$ cat src/rtl/fd_pkg.sv
// Shared constants, FSM state type and ring-offset table for the
// feature-detect ring fetcher.
package fd_pkg;

  localparam int IMG_W  = 180;
  localparam int RING_N = 16;
  localparam int NPIX   = RING_N + 1;   // center + ring
  localparam int IDX_W  = 5;            // holds 0..NPIX

  typedef enum logic [1:0] {
    ST_IDLE  = 2'd0,
    ST_ISSUE = 2'd1,
    ST_DRAIN = 2'd2,
    ST_DONE  = 2'd3
  } fd_state_t;

  // Word offsets from the center pixel: index 0 is the center, 1..16 walk
  // the radius-3 Bresenham circle clockwise starting straight above.
  localparam int RING_OFS [0:NPIX-1] = '{
    0,
    -3*IMG_W,     -3*IMG_W + 1, -2*IMG_W + 2, -IMG_W + 3,
    3,            IMG_W + 3,    2*IMG_W + 2,  3*IMG_W + 1,
    3*IMG_W,      3*IMG_W - 1,  2*IMG_W - 2,  IMG_W - 3,
    -3,           -IMG_W - 3,   -2*IMG_W - 2, -3*IMG_W - 1
  };

  // Table lookup guarded against indices past the last entry.
  function automatic int ring_offset(input logic [IDX_W-1:0] idx);
    if (idx < IDX_W'(NPIX)) return RING_OFS[idx];
    return 0;
  endfunction

endpackage

$ cat src/rtl/fd_ring_fetch_if.sv
// SRAM read-port bundle between the ring fetcher (master) and the
// SRAM read arbiter (slave).
interface fd_ring_fetch_if
  import fd_pkg::*;
#(
  parameter int ADDR_W = 15,
  parameter int PIX_W  = 8
);
  logic              srmRd;
  logic [ADDR_W-1:0] srmAddr;
  logic              srmGrant;
  logic              srmRdValid;
  logic [PIX_W-1:0]  srmRdData;

  modport master (
    output srmRd, srmAddr,
    input  srmGrant, srmRdValid, srmRdData
  );

  modport slave (
    input  srmRd, srmAddr,
    output srmGrant, srmRdValid, srmRdData
  );
endinterface

$ cat src/rtl/fd_ring_bank.sv
// 17-entry pixel capture bank. Returned pixels land at the write pointer,
// which advances per write and is rewound at the start of each fetch.
// Entry contents survive the rewind so the last complete set stays visible.
module fd_ring_bank
  import fd_pkg::*;
#(
  parameter int PIX_W = 8
) (
  input  logic                    clk,
  input  logic                    resetn,
  input  logic                    clr,
  input  logic                    wr_en,
  input  logic [PIX_W-1:0]        wr_data,
  output logic [IDX_W-1:0]        wr_ptr,
  output logic [NPIX*PIX_W-1:0]   pix
);

  logic [IDX_W-1:0] ptr_reg;

  assign wr_ptr = ptr_reg;

  // Write pointer: rewind on clear, advance per write, saturate at NPIX.
  always_ff @(posedge clk or negedge resetn) begin
    if (!resetn) begin
      ptr_reg <= '0;
    end else if (clr) begin
      ptr_reg <= '0;
    end else if (wr_en && (ptr_reg < IDX_W'(NPIX))) begin
      ptr_reg <= ptr_reg + 1'b1;
    end
  end

  generate
    for (genvar gi = 0; gi < NPIX; gi++) begin : g_entry
      logic [PIX_W-1:0] entry_reg;

      // One entry: loads when the pointer selects it.
      always_ff @(posedge clk or negedge resetn) begin
        if (!resetn) begin
          entry_reg <= '0;
        end else if (wr_en && !clr && (ptr_reg == IDX_W'(gi))) begin
          entry_reg <= wr_data;
        end
      end

      assign pix[gi*PIX_W +: PIX_W] = entry_reg;
    end
  endgenerate

endmodule

$ cat src/rtl/fd_ring_fetch.sv
// Ring fetch sequencer: issues the 17 neighbourhood reads for one
// reference pixel, collects the in-order returns into the capture bank and
// pulses done once the whole set is present.
module fd_ring_fetch
  import fd_pkg::*;
#(
  parameter int ADDR_W = 15,
  parameter int PIX_W  = 8,
  parameter int RD_LAT = 2
) (
  input  logic                      clk,
  input  logic                      resetn,
  input  logic                      start,
  input  logic [ADDR_W-1:0]         refAddr,
  output logic                      busy,
  output logic                      done,
  fd_ring_fetch_if.master           srm,
  output logic [PIX_W-1:0]          centerPix,
  output logic [RING_N*PIX_W-1:0]   ringPix
);

  // Returns are counted rather than timed, so the latency only has to be
  // in the supported range.
  generate
    if (RD_LAT < 1 || RD_LAT > 4) begin : g_lat_check
      $error("fd_ring_fetch: RD_LAT must be within 1..4");
    end
  endgenerate

  fd_state_t            state_reg, state_next;
  logic [IDX_W-1:0]     issue_idx_reg, issue_idx_next;
  logic [ADDR_W-1:0]    base_reg, base_next;

  logic [IDX_W-1:0]       cap_ptr;
  logic [NPIX*PIX_W-1:0]  bank_pix;
  logic                   fetch_go;
  logic                   accept;
  logic                   cap_en;
  logic                   cap_last;

  assign fetch_go = (state_reg == ST_IDLE) && start;
  assign accept   = (state_reg == ST_ISSUE) && srm.srmGrant;
  assign cap_en   = ((state_reg == ST_ISSUE) || (state_reg == ST_DRAIN)) && srm.srmRdValid;
  assign cap_last = cap_en && (cap_ptr == IDX_W'(NPIX - 1));

  // Next-state logic: step through the offsets on each accepted read,
  // then wait for the final return before signalling completion.
  always_comb begin
    state_next     = state_reg;
    issue_idx_next = issue_idx_reg;
    base_next      = base_reg;
    case (state_reg)
      ST_IDLE: begin
        if (start) begin
          base_next      = refAddr;
          issue_idx_next = '0;
          state_next     = ST_ISSUE;
        end
      end
      ST_ISSUE: begin
        if (accept) begin
          if (issue_idx_reg == IDX_W'(RING_N)) begin
            state_next = ST_DRAIN;
          end else begin
            issue_idx_next = issue_idx_reg + 1'b1;
          end
        end
      end
      ST_DRAIN: begin
        // Jump on the last capture itself so done lands the cycle after it.
        if (cap_last || (cap_ptr == IDX_W'(NPIX))) begin
          state_next = ST_DONE;
        end
      end
      ST_DONE: begin
        state_next = ST_IDLE;
      end
      default: begin
        state_next = ST_IDLE;
      end
    endcase
  end

  // State, issue index and latched reference address.
  always_ff @(posedge clk or negedge resetn) begin
    if (!resetn) begin
      state_reg     <= ST_IDLE;
      issue_idx_reg <= '0;
      base_reg      <= '0;
    end else begin
      state_reg     <= state_next;
      issue_idx_reg <= issue_idx_next;
      base_reg      <= base_next;
    end
  end

  // Address is a pure function of registered state, so it holds steady
  // through grant stalls. Arithmetic wraps modulo 2^ADDR_W by truncation.
  assign srm.srmRd   = (state_reg == ST_ISSUE);
  assign srm.srmAddr = (state_reg == ST_ISSUE)
                       ? base_reg + ADDR_W'(ring_offset(issue_idx_reg))
                       : '0;

  assign busy = (state_reg == ST_ISSUE) || (state_reg == ST_DRAIN);
  assign done = (state_reg == ST_DONE);

  fd_ring_bank #(.PIX_W(PIX_W)) u_bank (
    .clk     (clk),
    .resetn  (resetn),
    .clr     (fetch_go),
    .wr_en   (cap_en),
    .wr_data (srm.srmRdData),
    .wr_ptr  (cap_ptr),
    .pix     (bank_pix)
  );

  assign centerPix = bank_pix[PIX_W-1:0];
  assign ringPix   = bank_pix[NPIX*PIX_W-1:PIX_W];

endmodule

$ cat src/flat_wrapper.sv
// flat-port wrapper written by rule: the top's interface ports become plain ports
module fd_ring_fetch_flat import fd_pkg::*;
#(
  parameter int ADDR_W = 15,
  parameter int PIX_W  = 8,
  parameter int RD_LAT = 2
)
  (clk, resetn, start, refAddr, busy, done, centerPix, ringPix, srm_srmRd, srm_srmAddr, srm_srmGrant, srm_srmRdValid, srm_srmRdData);
  fd_ring_fetch_if #(.ADDR_W(ADDR_W), .PIX_W(PIX_W)) srm_i ();
  input  logic clk;
  input  logic resetn;
  input  logic start;
  input  logic [ADDR_W-1:0] refAddr;
  output logic busy;
  output logic done;
  output logic [PIX_W-1:0] centerPix;
  output logic [RING_N*PIX_W-1:0] ringPix;
  output wire logic [$bits(srm_i.srmRd)-1:0] srm_srmRd;
  output wire logic [$bits(srm_i.srmAddr)-1:0] srm_srmAddr;
  input wire logic [$bits(srm_i.srmGrant)-1:0] srm_srmGrant;
  input wire logic [$bits(srm_i.srmRdValid)-1:0] srm_srmRdValid;
  input wire logic [$bits(srm_i.srmRdData)-1:0] srm_srmRdData;
  assign srm_srmRd = srm_i.srmRd;
  assign srm_srmAddr = srm_i.srmAddr;
  assign srm_i.srmGrant = srm_srmGrant;
  assign srm_i.srmRdValid = srm_srmRdValid;
  assign srm_i.srmRdData = srm_srmRdData;
  fd_ring_fetch #(.ADDR_W(ADDR_W), .PIX_W(PIX_W), .RD_LAT(RD_LAT)) u_core (.clk(clk), .resetn(resetn), .start(start), .refAddr(refAddr), .busy(busy), .done(done), .srm(srm_i), .centerPix(centerPix), .ringPix(ringPix));
endmodule
$ cat config.mk
export PLATFORM = sky130hd
export DESIGN_NAME = fd_ring_fetch_flat
export DESIGN_NICKNAME = d
export VERILOG_FILES = /design/src/rtl/fd_pkg.sv /design/src/rtl/fd_ring_fetch_if.sv /design/src/rtl/fd_ring_bank.sv /design/src/rtl/fd_ring_fetch.sv /design/src/flat_wrapper.sv
export SDC_FILE = /design/constraint.sdc
export NUM_CORES = 1
export LEC_CHECK = 0
export BUFFER_PORTS_ARGS = -buffer_cell sky130_fd_sc_hd__buf_2
export CAP_MARGIN = 30
export CELL_PAD_IN_SITES_DETAIL_PLACEMENT = 0
export CELL_PAD_IN_SITES_GLOBAL_PLACEMENT = 1
export CORE_ASPECT_RATIO = 0.8
export CORE_MARGIN = 8
export CORE_UTILIZATION = 37
export DETAILED_ROUTE_END_ITERATION = 16
export GPL_ROUTABILITY_DRIVEN = 0
export PLACE_DENSITY = 0.71
export SYNTH_ARGS = -nofsm -noshare
export SYNTH_HDL_FRONTEND = slang
export SYNTH_SLANG_ARGS = --single-unit
$ cat constraint.sdc
create_clock -name clk -period 3.05 [get_ports clk]
set_input_delay 0.1525 -clock clk [delete_from_list [all_inputs] [get_ports clk]]
set_output_delay 0.1525 -clock clk [all_outputs]
set_load 0.05 [all_outputs]
; ---- Word-level counts from Yosys, hierarchy flattened
; Memories as Yosys holds them, arrays and structs flattened.
; Index checks and enable logic that the tools add are counted.
[totals]
romBits = 1024
in_bits = 28
ramBits = 0
word_cells = 105
memories = 1
output_inout_bits = 154
regBits = 163
latch_bits = 0
[op_classes]
mul = 0
addsub = 3
div_mod_pow = 0
eq_ne = 26
shifts = 0
mux = 17
n_reduce_logical = 33
n_lt_le_gt_ge = 3
bitwise_logic = 1
[memory_table]
columns = memory, depth, width, read_ports, rd_clocked_by_memory_dff, write_ports, line_no
row1 = (no name shown), 32, 32, 1, 0, 0, fd_pkg.sv:29  ; if (idx < IDX_W'(NPIX)) return RING_OFS[idx];
[op_table]
columns = operator, count
row1 = 15-bit two-way mux, 5
row2 = 5-bit by 4-bit == test with 1-bit output (second input constant), 8
row3 = 5-bit two-way mux, 5
row4 = 1-bit logical AND, 23
row5 = 5-bit by 3-bit == test with 1-bit output (second input constant), 4
row6 = 15-bit adder, 1
row7 = 5-bit == test (second input constant), 3
row8 = 5-bit by 1-bit adder with 5-bit output (second input constant), 2
row9 = 5-bit by 2-bit == test with 1-bit output (second input constant), 2
row10 = 5-bit less-than comparator (second input constant), 2
row11 = 5-bit one-hot mux with 2 select lines, 1
row12 = 2-bit two-way mux, 4
row13 = 2-bit one-hot mux with 4 select lines, 1
row14 = 4-bit AND reduction, 2
row15 = 6-bit greater-or-equal comparator (second input constant), 1
row16 = 2-bit by 1-bit != test with 1-bit output (second input constant), 3
row17 = 5-bit NOT with 6-bit output, 1
row18 = 5-bit by 1-bit == test with 1-bit output (second input constant), 1
row19 = 5-bit zero test, 1
row20 = 2-bit == test (second input constant), 2
row21 = 2-bit != test (second input constant), 2
row22 = 2-bit nonzero test, 2
row23 = 2-bit by 1-bit == test with 1-bit output (second input constant), 1
row24 = 2-bit zero test, 1
row25 = other kinds (4), 5

; ---- Depth between registers and ports, before layout
[depth]
ltp_word = 8
ltp_mapped = 13

; ---- Cells and area by module
; A second synthesis with hierarchy kept.
[unflattened]
hier_cells = 610
area_unflattened_um2 = 7811.2
[modules_own_cells]
columns = mod, n_inst, area_per_inst_um2, cells_per_inst
row1 = fd_ring_bank, 1, 5630.4, 349
row2 = fd_ring_fetch, 1, 2180.8, 261

; ---- Worst setup path before layout
; Ideal clock, no wire load.
[synth_path]
path_kind = register to output
startpoint = register u_core.issue_idx_reg[1]
endpoint = output srm_srmAddr[14]
slack_ns = -0.758
stages_incl_launch_ff = 13
t_arrival_ns = 3.656
required_time_ns = 2.897
path_cell_list = dfrtp_1 > ha_1 > inv_1 > ha_1 > a211oi_1 > o21ai_0 > ha_1 > fa_1 > a21o_1 > a221oi_2 > o21ai_2 > a221oi_2 > mux2i_1
[synth_via]
elab_chain_len = 8
[synth_rtl]
columns = element, line_no
row1 = start: declaration, fd_ring_fetch.sv:31  ; logic [IDX_W-1:0] issue_idx_reg, issue_idx_next;
row2 = start signal: assignment, fd_ring_fetch.sv:92  ; issue_idx_reg <= issue_idx_next;
row3 = 5-bit NOT with 6-bit output (not written as such), fd_pkg.sv:29
row4 = memory read 32 x 32 bit, -
row5 = 15-bit two-way mux (not written as such) (2 in series), fd_pkg.sv:29
row6 = 15-bit two-way mux, fd_pkg.sv:29
row7 = 15-bit two-way mux *, fd_pkg.sv:30  ; return 0;
row8 = 15-bit adder *, fd_ring_fetch.sv:101  ; ? base_reg + ADDR_W'(ring_offset(issue_idx_reg))
row9 = 15-bit two-way mux *, fd_ring_fetch.sv:101
row10 = end: declaration, flat_wrapper.sv:19  ; output wire logic [$bits(srm_i.srmAddr)-1:0] srm_srmAddr;
; Mark *: on every way between the ends. The rest lies on a longest branch, timed or not. The select of a mux whose other input is x is not followed.

; ---- Worst setup path after layout
; Same ends and word-level chain as after synthesis.

==> impl_metrics.csv <==
group,metric,value,unit
critical_path,critPathArrivalTime,3480,ps
routing,ant_nets,0,
cells_and_area,drive_gt1_share,53.96,%
routing,routedWlPerCell,18.93,um
min_path,min-delay-path-class,"in -> reg",
global_routing,grt_pass1_vias,6250,
cells_and_area,instances_no_fill,1153,
sta,fin_crit,3632,ps
cts,cts_buffers,17,
cts,clkSinkCount,163,
die,core-area,20410,sq um
critical_path,worstReg2RegEnd,"u_core.u_bank.g_entry[0].entry_reg[5]",
synthesis,synth_seq_area_share,53.64,%
critical_path,critPathMaxFanout,5,
synthesis,synth_top_cell_area_share,53.64,%
cells_and_area,antenna_cells,0,
cells_and_area,utilization,50.72,%
synthesis,yosys_warnings,0,
critical_path,timing.reg2reg.setup_slack,730,ps
synthesis,yosys_register_bits,163,
die,die-height,144.2,um
routing,firstDrtPassIters,6,
critical_path,critPathKind,"reg -> out",
synthesis,synthArstFlopShare,100.0,%
cts,clock_latency,430,ps
routing,routed_via_density,4.947,
critical_path,reg2reg_from,"u_core.u_bank.wr_ptr[0]",
global_routing,grt.overflow.total,0,
cells_and_area,syn_to_final_growth,36.10,%
die,initial_core_util,37.27,%
synthesis,synth_nets,680,
global_routing,grt_pass1_wl,34.67,mm
sta,fin_worst_skew,18.87,ps
global_routing,grt_start_max_net_pins,97,
run_status,violations,"negative setup slack",
global_routing,antenna_found_initial,0,
cells_and_area,fill_cells,1770,
sta,finalWorstSetupSlack,-582.0,ps
cells_and_area,final_nets,930,
routing,vias,5704,
synthesis,syn_area,7605,sq um
sta,rsz0062_at_grt,"true",
synthesis,synth_top_area_cell,"dfrtp_1",
routing,drt_iter0_markers,198,
cts,htreeDepth,4,
min_path,hp-start,"srm_srmGrant",
sta,relSlewSlack,40.42,%
synthesis,ys_types,55,
die,die_x,176.3,um
cts,cts_buffer_depth,2,
routing,wl,21.82,mm
cts,clk_pin_slew,70,ps
run_status,outcome,"complete, but fails checks",
critical_path,crit_start,"u_core.issue_idx_reg[1]",
place,pre_cts_slack,-314.0,ps
sta,worst_slew_pin_slew,893.7,ps
critical_path,cp-end-kind,"output pin",
cells_and_area,largest_register_ffs,136,
sta,max_freq,275.3,MHz
critical_path,cp-start-kind,"flop",
cts,cts_tree,"yes",
sta,setup_viol,11,
synthesis,synth_edf_count,0,
sta,fin_crit_sh,119.1,%
synthesis,synth_cells,621,
die,design.die.area,25430,sq um
critical_path,endpoint,"srm_srmAddr[14]",
critical_path,ff2ff_path_depth,5,
place,dp_hpwl,15.91,mm
synthesis,synthTopCellsByArea,"dfrtp_1, mux2_2, ha_1",
min_path,min_path_cells,4,
critical_path,required,2900,ps
synthesis,avgSynthCellArea,12.25,sq um
sta,final-hold-violation-count,0,
die,io_pins,182,
cts,cts_root_buf,"clkbuf_16",
die,rows,47,
synthesis,synth_flop_cell,"dfrtp_1",
sta,report.final.slew_viol_count,0,
global_routing,grt_usage,17.44,%
place,port_buffers,181,
routing,drc,0,
flow_run,max_cap_viol_count,0,
place,dp.cells,1097,
## synth_stat cells (all sizes together) (2+ instances only)
master  instances
o21a            2
nand3          11
a21oi          21
and2b           2
nor2           31
nor3            6
nand2b          5
nor3b           3
nand2          75
ha             30
a21o            5
nand4           7
mux2i           5
inv            11
a211oi          3
a221oi          2
xor2            8
xnor2           6
mux2          140
nand3b          4
and3            5
o211ai          2
dfrtp         163
nor2b          10
o21ai          14
buf             9
clkbuf         20
and2            3
or3             2
## cell families after synthesis
kind of cell	share of synthesized area [%]
flops	53.64
xor+xnor	1.612
mux	21.39
buf+inv	2.139
simple gates	10.74
fa+ha+maj	5.199
compound gates	5.282
## layout by cell type, fill, tap and decap left out, drive strengths merged, types with 10 or more instances in the layout
cell         instances
ha                  30
dfrtp              163
inv                 18
mux2               140
nand2               75
nand3               11
nor2b               10
dlygate4sd3         16
clkbuf              17
buf                244
o21ai               14
a21oi               21
nor2                31
## worst min path at each step
stage	end	slack [ps]
global route	u_core.u_bank.g_entry[8].entry_reg[1]	280
detailed placement	u_core.u_bank.g_entry[2].entry_reg[7]	320
global placement	u_core.u_bank.g_entry[2].entry_reg[7]	300
floorplan	u_core.base_reg[0]	-140
CTS	u_core.state_reg[0]	260
finish	u_core.state_reg[0]	250
## final cells by class
cell class                      count  area [sq um]  area share (%)
Clock inverter                     15         167.7           1.620
Tap cell                          269         336.6           3.252
Sequential cell                   163          4081           39.43
Inverter                           11         46.29          0.4473
Timing Repair Buffer              260          1655           15.99
Clock buffer                       17         425.4           4.110
Multi-Input combinational cell    418          3637           35.14
## per-layer routing
layer	GRT usage (%)	up-vias	wire [um]
li1	-	2676	-
met1	20.23	2874	9119
met2	29.96	138	10850
met3	6.837	16	1650
met4	4.052	0	204
met5	0	-	0
## stage by stage
step	hold slack, ps	area [sq um]	setup TNS, ps
after floorplan	-143.1	7716	-203.8
after global placement	295.8	9259	-429.7
after detailed placement	318.0	9259	-743.5
after CTS	258.0	10150	-4585
after global routing	278.7	10350	-5908
final	249.3	10350	-3982
## worst max-delay path: stages (launching register included)
cell	delay [ps]
dfrtp_2	420
ha_4	170
inv_4	40
ha_4	140
a211oi_2	180
o21ai_1	100
ha_2	220
fa_2	380
a21o_1	220
a221oi_4	250
o21ai_2	120
a221oi_4	340
mux2i_4	290
buf_6	180
## what timing repair did
| action | 4_1_cts | 5_1_grt |
|---|---|---|
| buffers inserted | 3 | 6 |
| gates resized for setup | 30 | 44 |
| pin swaps | 16 | 17 |
| hold buffers | 16 | 0 |
| hold endpoints to repair | 109 | 0 |
| setup endpoints to repair | 12 | 12 |
Power is left out: the tool's default activity adds up to more than one toggle a clock period on the data nets, which glitch-free logic cannot reach.
